==> config.mk <==
export PLATFORM = sky130hd
export DESIGN_NAME = vga_pixel_pipeline
export DESIGN_NICKNAME = d
export VERILOG_FILES = /design/src/rtl/vga_pixel_pipeline.sv
export SDC_FILE = /design/constraint.sdc
export NUM_CORES = 1
export LEC_CHECK = 0
export CAP_MARGIN = 20
export CORE_MARGIN = 1
export CORE_UTILIZATION = 25
export DETAILED_ROUTE_END_ITERATION = 16
export PLACE_DENSITY = 0.38
export SYNTH_ARGS = -nofsm -noshare
export SYNTH_HDL_FRONTEND = slang
export SYNTH_SLANG_ARGS = --single-unit
==> constraint.sdc <==
create_clock -name i_clk -period 7.35 [get_ports i_clk]
set_clock_uncertainty 0.2 [all_clocks]
set_input_delay 1.1025 -clock i_clk [delete_from_list [all_inputs] [get_ports i_clk]]
set_output_delay 1.1025 -clock i_clk [all_outputs]
set_load 0.01 [all_outputs]
==> src/rtl/vga_pixel_pipeline.sv <==
// Pixel pipeline behind the VGA timing counter: 2x-scaled frame-buffer fetch,
// palette lookup to 24-bit RGB, pipeline-aligned syncs and a vblank-start pulse.
module vga_pixel_pipeline #(
  parameter int unsigned PIXEL_BITWIDTH = 11,
  parameter int unsigned H_SYNC_START   = 656,
  parameter int unsigned H_SYNC_END     = 752,
  parameter int unsigned V_SYNC_START   = 490,
  parameter int unsigned V_SYNC_END     = 492,
  parameter logic        SYNC_ACTIVE    = 1'b0,
  parameter int unsigned X_OFFSET       = 64,
  parameter int unsigned HEIGHT_VISIBLE = 480,
  parameter logic [5:0]  BORDER_INDEX   = 6'h0F
) (
  input  logic                      i_clk,
  input  logic                      i_reset_n,
  input  logic [PIXEL_BITWIDTH-1:0] i_x,
  input  logic [PIXEL_BITWIDTH-1:0] i_y,
  input  logic                      i_visible,
  output logic [15:0]               o_fb_addr,
  output logic                      o_fb_rd,
  input  logic [5:0]                i_fb_data,
  input  logic                      i_pal_we,
  input  logic [5:0]                i_pal_addr,
  input  logic [23:0]               i_pal_data,
  output logic [7:0]                o_r,
  output logic [7:0]                o_g,
  output logic [7:0]                o_b,
  output logic                      o_hsync,
  output logic                      o_vsync,
  output logic                      o_vblank_start
);

  localparam logic [PIXEL_BITWIDTH-1:0] X_LO  = PIXEL_BITWIDTH'(X_OFFSET);
  localparam logic [PIXEL_BITWIDTH-1:0] X_HI  = PIXEL_BITWIDTH'(X_OFFSET + 512);
  localparam logic [PIXEL_BITWIDTH-1:0] Y_VIS = PIXEL_BITWIDTH'(HEIGHT_VISIBLE);
  localparam logic [PIXEL_BITWIDTH-1:0] HS_LO = PIXEL_BITWIDTH'(H_SYNC_START);
  localparam logic [PIXEL_BITWIDTH-1:0] HS_HI = PIXEL_BITWIDTH'(H_SYNC_END);
  localparam logic [PIXEL_BITWIDTH-1:0] VS_LO = PIXEL_BITWIDTH'(V_SYNC_START);
  localparam logic [PIXEL_BITWIDTH-1:0] VS_HI = PIXEL_BITWIDTH'(V_SYNC_END);
  localparam logic                      SYNC_IDLE = ~SYNC_ACTIVE;

  logic                      in_win;
  logic                      hsync_raw;
  logic                      vsync_raw;
  logic [PIXEL_BITWIDTH-1:0] x_rel;

  always_comb begin
    in_win    = i_visible && (i_x >= X_LO) && (i_x < X_HI) && (i_y < Y_VIS);
    x_rel     = i_x - X_LO;
    hsync_raw = (i_x >= HS_LO) && (i_x < HS_HI);
    vsync_raw = (i_y >= VS_LO) && (i_y < VS_HI);
  end

  // Stage 1: frame-buffer address; it only moves inside the window.
  logic s1_vis;
  logic s1_win;
  logic s1_hs;
  logic s1_vs;

  always_ff @(posedge i_clk or negedge i_reset_n) begin
    if (!i_reset_n) begin
      o_fb_addr <= '0;
      o_fb_rd   <= 1'b0;
      s1_vis    <= 1'b0;
      s1_win    <= 1'b0;
      s1_hs     <= 1'b0;
      s1_vs     <= 1'b0;
    end else begin
      if (in_win) begin
        o_fb_addr <= {i_y[8:1], x_rel[8:1]};
      end
      o_fb_rd <= in_win;
      s1_vis  <= i_visible;
      s1_win  <= in_win;
      s1_hs   <= hsync_raw;
      s1_vs   <= vsync_raw;
    end
  end

  // Stage 2: palette index from frame buffer, or border colour outside window.
  logic       s2_vis;
  logic [5:0] s2_idx;
  logic       s2_hs;
  logic       s2_vs;

  always_ff @(posedge i_clk or negedge i_reset_n) begin
    if (!i_reset_n) begin
      s2_vis <= 1'b0;
      s2_idx <= '0;
      s2_hs  <= 1'b0;
      s2_vs  <= 1'b0;
    end else begin
      s2_vis <= s1_vis;
      s2_idx <= s1_win ? i_fb_data : BORDER_INDEX;
      s2_hs  <= s1_hs;
      s2_vs  <= s1_vs;
    end
  end

  logic [23:0] palette [64];

  always_ff @(posedge i_clk) begin
    if (i_pal_we) begin
      palette[i_pal_addr] <= i_pal_data;
    end
  end

  // Stage 3: colour and syncs leave together; the palette read sees pre-write data.
  always_ff @(posedge i_clk or negedge i_reset_n) begin
    if (!i_reset_n) begin
      {o_r, o_g, o_b} <= '0;
      o_hsync         <= SYNC_IDLE;
      o_vsync         <= SYNC_IDLE;
    end else begin
      {o_r, o_g, o_b} <= s2_vis ? palette[s2_idx] : '0;
      o_hsync         <= s2_hs ^ SYNC_IDLE;
      o_vsync         <= s2_vs ^ SYNC_IDLE;
    end
  end

  always_ff @(posedge i_clk or negedge i_reset_n) begin
    if (!i_reset_n) begin
      o_vblank_start <= 1'b0;
    end else begin
      o_vblank_start <= (i_x == '0) && (i_y == Y_VIS);
    end
  end

  logic unused_bits;
  assign unused_bits = ^{x_rel[0], x_rel[PIXEL_BITWIDTH-1:9], i_y[0], i_y[PIXEL_BITWIDTH-1:9]};

endmodule

==> results.md <==
- Clock Root Buffer: clkbuf_16
- Crit Path Class: reg2reg
- RSZ-0062 raised after global routing: no
- Clk sinks: ~1.6k
- Mean post-synth cell area: between 20 and 25 µm²
- Synth Area in XOR/XNOR: less than 1%
- Fin. Hold Viols: 0
- Drt wl/cell: 29.72 µm
- Endpoint class of the critical path: register
- NumNets Final: 3071
- Die Wd: 495.7 µm
- Synth area leaders: edfxtp_1 (76%), mux4_2 (12%), dfrtp_1 (2.2%)
- Arrival time at the worst endpoint: 4750 ps
- Antenna violations before repair: 24
- Post-placement cell area: 66170 µm²
- Die Ht: 495.7 µm
- Routed Antenna Nets: 0
- Final slew viol count: 0
- Sequential fraction of design power: between 50 and 60%
- Clock tree buffer depth: 3
- CP Capture Point: o_r[3]$_DFF_PN0_
- First-pass GRT wire length: 258800 µm
- Number of H-tree levels: 4
- Vias per cell: 4.590
- Critical Path RT: 7820 ps
- Synth top cells by count: edfxtp_1 (1536), mux4_2 (329), mux2i_1 (115)
- Worst Hold Class: reg2reg
- Maximum vdd drop: 0.1707 mV
- CTS Hold Bufs: 0
- Simple-gate area share of the yosys netlist: between 1.5 and 2%
- Clk Latency, worst-skew pair: a little over 800 ps
- I/O pin total: roughly 110
- DIE AREA: 245700 µm²
- CTS tree: built
- Cts repair resizes: 0
- Post-synthesis sequential area ratio: about four fifths
- Placer Congestion: 0.7975
- CP Max Fanout: 43
- Max_slew headroom: between 10% and 20%
- Final period utilization: roughly 60%
- Setup_tns: 0 ps
- Post-synthesis mux area share: 15.93%
- Async set-reset flop share out of synthesis: 3.518%
- Largest family of logic cells by synthesized area: multiplexers
- Final min period: 4283 ps
- Synth cell types: 52
- Pwr/cell area: 267.8 nW/µm²
- DR iter-0 viols: 2674
- Yosys top cell by area: edfxtp_1
- FMAX: approximately 0.23 GHz
- Vias in the first global route: 30.58k
- Yosys reg bits: approximately 1.6k
- Area delta synth->final: 17.71%
- Layout cells sized above 1: around 28%
- Clock power share: 44.5%
- Total grt overflow: 0
- Number of port buffers: roughly 110
- Maxcap violations: 0
- CORE AREA: 241400 µm²
- Yosys Warn Count: 0
- Status: finished clean
- Reg-to-Reg End: o_r[3]$_DFF_PN0_
- Dominant synthesized flop cell: edfxtp_1
- R2R setup slack: 3070 ps
- DRC errors left: 0
- Via Count: slightly below 30k
- Worst Hold Path Cells: 0
- Psw: 0.004078 W
- Synth top area share: 75.71%
- Top-count cell post-synth: edfxtp_1
- Post-Syn Nets: 2810
- Final Util: 29.70%
- Switching share of power: 21.23%
- Largest net degree at the start of global routing: 98
- Worst setup SP type: register
- Post-Synthesis Cells: roughly 2.7k
- Critical R2R Launch: s2_idx[1]$_DFF_PN0_
- Crit path launch: s2_idx[1]$_DFF_PN0_
- Cell Area, Synth: 60920 µm²
- Number of setup buffers added after CTS: 0
- Final HPWL DP: 112400 µm
- Final Setup Violations: 0
- FF-to-FF path depth: 6
- Fraction of the mapped netlist area in adder cells: 0.08215%
- Starting Density: 25.23%
- Initial DRT Pass Iterations: 5
- Clk slew on worst S/H paths: roughly 60 ps
- Rows: 180
- Compound-Gate Fraction of Synth Area: 2.590%
- Design area: 71710 µm²
- Num CTS Buffers: 175
- Logic pwr share: 3.0%
- Total Routed Length: about 190000 µm
- EDFF count, synth: about 1.5k
- Internal power: 0.01513 W
- Static Leak: around 23 nW
- Worst-margin pin slew: 1196 ps
- Gr usage total: 15.26%
placed cells by master, fill, tap and decap left out, types with 5 or more instances in the layout:
cell,n
a221oi_1,29
buf_12,6
clkinv_1,37
buf_2,27
mux4_2,329
or4_1,7
mux4_1,14
mux2_2,69
a211oi_1,12
nor2b_1,7
nand3_1,18
nand2_1,55
clkinv_8,5
o21ai_1,5
edfxtp_1,1536
a21oi_1,28
inv_1,5
clkinv_2,39
clkdlybuf4s50_1,80
a22oi_1,13
clkbuf_16,177
o221ai_1,5
o21ai_0,54
and3_1,5
nor4_1,8
clkbuf_1,33
bufinv_16,13
a22o_1,5
mux2i_1,115
o22ai_1,64
nor2_1,16
a31o_1,10
nor2_2,62
dfrtp_1,49
buf_4,122
nand2b_1,15
worst max-delay path, stage by stage, from the launching register on:
cell	delay, ps
dfrtp_4	1070
buf_4	680
mux4_2	580
mux2_2	320
o22ai_1	570
or4_1	420
o21ai_1	140
power groups by stage:
| stage | Clock (W) | Combinational [W] | Sequential [W] |
|---|---|---|---|
| 6_report | 0.00855 | 0.000571 | 0.0101 |
| 3_5_place_dp | 0 | 0.000594 | 0.0103 |
| 5_1_grt | 0.00911 | 0.000612 | 0.0101 |
| 2_1_floorplan | 0 | 0.000173 | 0.0103 |
| 4_1_cts | 0.00880 | 0.000595 | 0.0101 |
| 3_3_place_gp | 0 | 0.000580 | 0.0103 |
worst min path at each step:
stage / from / endpoint / slack [ps]
finish: s1_hs$_DFF_PN0_ / s2_hs$_DFF_PN0_ / 150
global route: s1_vs$_DFF_PN0_ / s2_vs$_DFF_PN0_ / 160
CTS: s1_hs$_DFF_PN0_ / s2_hs$_DFF_PN0_ / 150
detailed placement: s1_vis$_DFF_PN0_ / s2_vis$_DFF_PN0_ / 140
global placement: s2_hs$_DFF_PN0_ / o_hsync$_DFF_PN1_ / 140
floorplan: s1_hs$_DFF_PN0_ / s2_hs$_DFF_PN0_ / 130
cells by family after synthesis:
logic type	Yosys count
AOI/OAI and AO/OA	239
muxes	527
adders and majority gates	4
and+or+nand+nor	223
DFF	1592
xor gates and xnor gates	1
buffers and inverters	158
sequential cells by signal, indices dropped and copies added (netlist names):
name,count
s1_vis,1
palette,1536
o_g,8
o_fb_addr,16
o_r,8
s1_hs,1
s2_hs,1
s2_vs,1
o_b,8
s1_win,1
o_vblank_start,1
s2_idx,6
o_hsync,1
s2_vis,1
s1_vs,1
o_vsync,1
layout make-up:
| type | count | area (µm²) |
|---|---|---|
| inverter | 5 | 18.77 |
| clock inverter | 107 | 947.2 |
| antenna | 1 | 2.502 |
| tap | 3185 | 3985 |
| multi-input combinational | 994 | 12610 |
| timing repair buffer | 237 | 2014 |
| fill | 23450 | 169700 |
| clock buffer | 213 | 4594 |
| sequential | 1592 | 47540 |
metrics by stage:
stage                     hold slack [ps]  std cells  worst slack, ps  total power (W)
final                               151.5       6334             3067          0.01921
after global routing                159.6       6333             2908          0.01981
after CTS                           151.8       6333             2978          0.01948
after detailed placement            137.0       6013             2730          0.01087
after global placement              139.5       6007             2533          0.01085
after floorplan                     131.2       2744             3425          0.01044
metal layers:
layer / wire (µm) / share of wire, % / global-route usage (%) / vias to the layer above
met5: 13 / 0.0069 / 0 / -
met4: 3574 / 1.9 / 3.489 / 2
met3: 8032 / 4.3 / 2.317 / 208
met2: 93690 / 50 / 25.94 / 763
met1: 82950 / 44 / 20.47 / 15960
li1: - / - / - / 12140
Note: power is estimated with default switching activity, not from simulation.
